### src/rtl/xpoint_ctrl.sv
// xpoint_ctrl -- sequencing / arbitration controller for one crosspoint element.
//
// Holds the crosspoint mode (pass or cross) for the whole of every packet in
// flight. Arbitrates round-robin between the horizontal and vertical heads
// when their routes conflict. Tracks downstream credits for both outputs.
//
// Ports
//   clk, rst                      clock, synchronous active-high reset
//   h_/v_valid, _head, _tail      input flit handshake and framing
//   h_/v_turn                     head wants the other dimension's output
//   h_/v_ready                    flit accepted when valid & ready
//   cross_enable                  registered mode: 0 pass, 1 cross
//   h_/v_out_valid                flit leaving on h_out / v_out this cycle
//   h_/v_credit_ret               one credit returned for h_out / v_out
//   credit_err                    sticky: credit returned to a full counter
module xpoint_ctrl #(
   parameter int CREDIT_DEPTH = 4,
   parameter int CW           = $clog2(CREDIT_DEPTH + 1)
) (
   input  logic clk,
   input  logic rst,
   input  logic h_valid,
   input  logic v_valid,
   input  logic h_head,
   input  logic v_head,
   input  logic h_tail,
   input  logic v_tail,
   input  logic h_turn,
   input  logic v_turn,
   output logic h_ready,
   output logic v_ready,
   output logic cross_enable,
   output logic h_out_valid,
   output logic v_out_valid,
   input  logic h_credit_ret,
   input  logic v_credit_ret,
   output logic credit_err
);

   typedef enum logic {IDLE, ACTIVE} state_t;

   state_t        state;
   logic          h_busy, v_busy, prio;
   logic [CW-1:0] h_cred, v_cred;

   logic          h_join, v_join, h_elig, v_elig;
   logic          h_fire, v_fire;
   logic          h_busy_nx, v_busy_nx;
   logic [CW-1:0] h_tgt_cred, v_tgt_cred;
   logic          h_hd, v_hd;
   logic          h_full, v_full, h_inc, v_inc;

   always_comb begin
      h_hd = h_valid & h_head;
      v_hd = v_valid & v_head;
      // A head joins a running packet only if it needs the current mode. A
      // non-head flit on an idle input is never eligible, so it is dropped.
      h_join = (state == ACTIVE) & v_busy & ~h_busy & h_hd & (h_turn == cross_enable);
      v_join = (state == ACTIVE) & h_busy & ~v_busy & v_hd & (v_turn == cross_enable);
      h_elig = (state == ACTIVE) & (h_busy | h_join);
      v_elig = (state == ACTIVE) & (v_busy | v_join);
      // In cross mode each input feeds the other dimension's output.
      h_tgt_cred = cross_enable ? v_cred : h_cred;
      v_tgt_cred = cross_enable ? h_cred : v_cred;
      h_ready = h_elig & (h_tgt_cred != '0);
      v_ready = v_elig & (v_tgt_cred != '0);
      h_fire  = h_valid & h_ready;
      v_fire  = v_valid & v_ready;
      h_out_valid = cross_enable ? v_fire : h_fire;
      v_out_valid = cross_enable ? h_fire : v_fire;
      // A granted head holds its busy bit even while credit-stalled.
      h_busy_nx = h_fire ? ~h_tail : (h_busy | h_join);
      v_busy_nx = v_fire ? ~v_tail : (v_busy | v_join);
      h_full = (h_cred == CW'(CREDIT_DEPTH));
      v_full = (v_cred == CW'(CREDIT_DEPTH));
      h_inc  = h_credit_ret & ~h_full;
      v_inc  = v_credit_ret & ~v_full;
   end

   always_ff @(posedge clk) begin
      if (rst) begin
         state        <= IDLE;
         cross_enable <= 1'b0;
         prio         <= 1'b0;
         h_busy       <= 1'b0;
         v_busy       <= 1'b0;
      end else begin
         case (state)
            IDLE: begin
               if (h_hd && v_hd) begin
                  if (h_turn == v_turn) begin
                     cross_enable <= h_turn;
                     h_busy       <= 1'b1;
                     v_busy       <= 1'b1;
                  end else if (!prio) begin
                     cross_enable <= h_turn;
                     h_busy       <= 1'b1;
                     prio         <= 1'b1;
                  end else begin
                     cross_enable <= v_turn;
                     v_busy       <= 1'b1;
                     prio         <= 1'b0;
                  end
                  state <= ACTIVE;
               end else if (h_hd) begin
                  cross_enable <= h_turn;
                  h_busy       <= 1'b1;
                  state        <= ACTIVE;
               end else if (v_hd) begin
                  cross_enable <= v_turn;
                  v_busy       <= 1'b1;
                  state        <= ACTIVE;
               end
            end
            ACTIVE: begin
               h_busy <= h_busy_nx;
               v_busy <= v_busy_nx;
               if (!h_busy_nx && !v_busy_nx) state <= IDLE;
            end
            default: state <= IDLE;
         endcase
      end
   end

   // Credits: a send and an accepted return in the same cycle cancel. A return
   // to a full counter is dropped and flagged.
   always_ff @(posedge clk) begin
      if (rst) begin
         h_cred     <= CW'(CREDIT_DEPTH);
         v_cred     <= CW'(CREDIT_DEPTH);
         credit_err <= 1'b0;
      end else begin
         if (h_inc && !h_out_valid)      h_cred <= h_cred + CW'(1);
         else if (!h_inc && h_out_valid) h_cred <= h_cred - CW'(1);
         if (v_inc && !v_out_valid)      v_cred <= v_cred + CW'(1);
         else if (!v_inc && v_out_valid) v_cred <= v_cred - CW'(1);
         credit_err <= credit_err | (h_credit_ret & h_full) | (v_credit_ret & v_full);
      end
   end

endmodule

### config.mk
export PLATFORM = sky130hd
export DESIGN_NAME = xpoint_ctrl
export DESIGN_NICKNAME = d
export VERILOG_FILES = /design/src/rtl/xpoint_ctrl.sv
export SDC_FILE = /design/constraint.sdc
export NUM_CORES = 1
export LEC_CHECK = 0
export CAP_MARGIN = 10
export CELL_PAD_IN_SITES_DETAIL_PLACEMENT = 0
export CELL_PAD_IN_SITES_GLOBAL_PLACEMENT = 1
export CORE_MARGIN = 3
export CORE_UTILIZATION = 30
export CTS_CLUSTER_DIAMETER = 40
export CTS_CLUSTER_SIZE = 12
export DETAILED_ROUTE_END_ITERATION = 8
export PLACE_DENSITY_LB_ADDON = 0.1
export SYNTH_ARGS = -nofsm -noshare
export SYNTH_HDL_FRONTEND = slang
export SYNTH_SLANG_ARGS = --single-unit
### constraint.sdc
create_clock -name clk -period 7.2 [get_ports clk]
set_clock_uncertainty 0.15 [all_clocks]
set_input_delay 1.44 -clock clk [delete_from_list [all_inputs] [get_ports clk]]
set_output_delay 1.44 -clock clk [all_outputs]
set_load 0.01 [all_outputs]
==> run summary <==
Synth-to-Final Area Change - 26.2%
Drt wl/cell - 13.6 um
RSZ-0062 raised after global routing - no
Top area cells in the synthesized netlist - dfxtp_1, mux2i_1, fa_1, nor2_1, xnor2_1
Max-slew violations - 0
Mean Syn Cell Area - 9.26 um^2
Starting Density - 31.9%
Final period util - 68.7%
Final WL - 1820 um
Main synth FF type - dfxtp_1
Net Count, Synth - 103
Crit start category - input pin
Initial drt markers - 19
Drc violations - 0
Min-delay worst type - flip-flop to flip-flop
Post-route minimum period - 4.95 ns
Hold-fix buffers, CTS - 0
Worst Tran Pin Value - 0.514 ns
Initial antenna violation count - 0
Vias - 685
Sequential share of the synthesized area - 29.8%
Core area - 2520 um^2
Number of global-route vias before repair - 683
Post-synth top cells - dfxtp_1, nor2_1, mux2i_1, nor3_1
Mapped cell area - 806 um^2
Class of the most critical setup path - input pin to primary output
Total power - 284 uW
Yosys reg bits - 12
Pwr Density - 279 nW/um^2
Nets - 122
Latest clock arrival within the worst-skew pair - 0.27 ns
Grt ovf - 0
# port buffers - 17
Post-CTS Setup Inserts - 0
First-pass GRT wire length - 3020 um
P_leak - 0.000390 uW
Max Fclk - 0.202 GHz
Yosys Warn Count - 0
Maxcap violations - 0
Max_slew headroom - 65.6%
# diodes - 0
Critical Path Fanout Max - 4
Number of synthesized flops with an enable pin - 0
Ratio of cells with drive above 1 in the final layout - 9.62%
Post-synth ARST share - 0%
Post-CTS Resized - 0
Hold Vio Cnt, Final - 0
Clk slew on worst S/H paths - 0.07 ns
TritonCTS Buffers - 3
Setup TNS - 0 ns
CTS tree - done
GRT Resource Usage Total - 11.8%
Post-synth top area cell - dfxtp_1
Max VDD drop - 0.149 mV
Cells after Synth - 87
Setup Viol. Count Final - 0
Height of the die - 57.8 um
Std-Cell Rows - 18
Netlist cell types - 29
Yosys top cell area share - 29.8%
H-tree depth - 1
Die Span X - 57.8 um
Max clock buf depth - 2
Largest net degree at the start of global routing - 16
Final ANT Viol Nets - 0
CP Capture Type - primary output
Most numerous cell in the Yosys netlist - dfxtp_1
TritonCTS Sinks - 12
GPL Wtd Cong - 0.799
Post-DR vias/cell - 5.11
Top Ports - 18
CP required - 5.61 ns
DRT Pass-1 Iters - 4
Critical path arrival - 3.36 ns
Outcome - completed
Root buffer cell - clkbuf_4
Die footprint - 3340 um^2
## cell type report
| type | instances | area (um^2) |
|---|---|---|
| fill | 280 | 1510 |
| multi-input combinational | 69 | 536 |
| sequential | 12 | 240 |
| timing repair buffer | 17 | 170 |
| tap | 30 | 37.5 |
| clock buffer | 3 | 22.5 |
| inverter | 3 | 11.3 |
## state kept, by name (all words and copies together), names as in the netlist
| signal | flops |
|---|---|
| prio | 1 |
| v_cred | 3 |
| credit_err | 1 |
| h_cred | 3 |
| v_busy | 1 |
| h_busy | 1 |
| state | 1 |
| cross_enable | 1 |
## per-layer routing
metal	routed length [um]	track usage, %
met5	0	0
met1	810	13.9
met3	89	4.45
met4	0	1.99
met2	919	20.6
## worst max-delay path: stages
cell,delay (ns)
clkdlybuf4s50_1,0.51
and2_1,0.22
a41o_1,0.22
nand4_1,0.18
mux2i_1,0.23
clkdlybuf4s50_1,0.56
## kinds of logic (layout without fill, tap and decap cells)
family / after synthesis / count (layout) / share of synthesized area (%)
simple gates: 30 / 30 / 19.1
compound gates: 19 / 19 / 20.3
flops: 12 / 12 / 29.8
xor+xnor: 8 / 8 / 8.69
mux: 8 / 8 / 10.2
buf+inv: 6 / 23 / 3.73
fa+ha+maj: 4 / 4 / 8.07
## per-stage QoR
stage | hold WS (ns) | area [um^2] | instances | worst slack, ns | utilization [%]
6_report | 0.372 | 1020 | 134 | 2.25 | 40.3
5_1_grt | 0.419 | 1020 | 134 | 2.09 | 40.3
4_1_cts | 0.384 | 1020 | 134 | 2.23 | 40.3
3_5_place_dp | 0.371 | 995 | 131 | 2.24 | 39.4
3_3_place_gp | 0.364 | 995 | 131 | 2.25 | 39.4
2_1_floorplan | 0.326 | 806 | 87 | 3.43 | -
## cells in the final DEF, fill, tap and decap left out, types with 3 or more instances in the layout
cell / n
a21oi_1: 3
and2_1: 4
clkbuf_4: 3
clkdlybuf4s50_1: 17
dfxtp_1: 12
inv_1: 3
mux2i_1: 6
nor2_1: 10
nor3_1: 6
xnor2_1: 4
xor2_1: 4
## where the power goes
part	total [uW]	switching [uW]	internal, uW
clock	41.6	22.3	19.3
sequential	109	24.0	85.3
combinational	133	64.4	68.7
## worst paths after layout
| path | from | to | slack (ns) | depth (start not counted) |
|---|---|---|---|---|
| setup / recovery | h_valid | v_out_valid | 2.25 | 6 |
| hold / removal | h_cred[2] | credit_err | 0.37 | 2 |
| setup reg to reg | cross_enable | v_cred[2] | 4.17 | 10 |
| hold reg to reg | h_cred[2] | credit_err | 0.37 | 2 |
(Power assumes the default switching activity.)
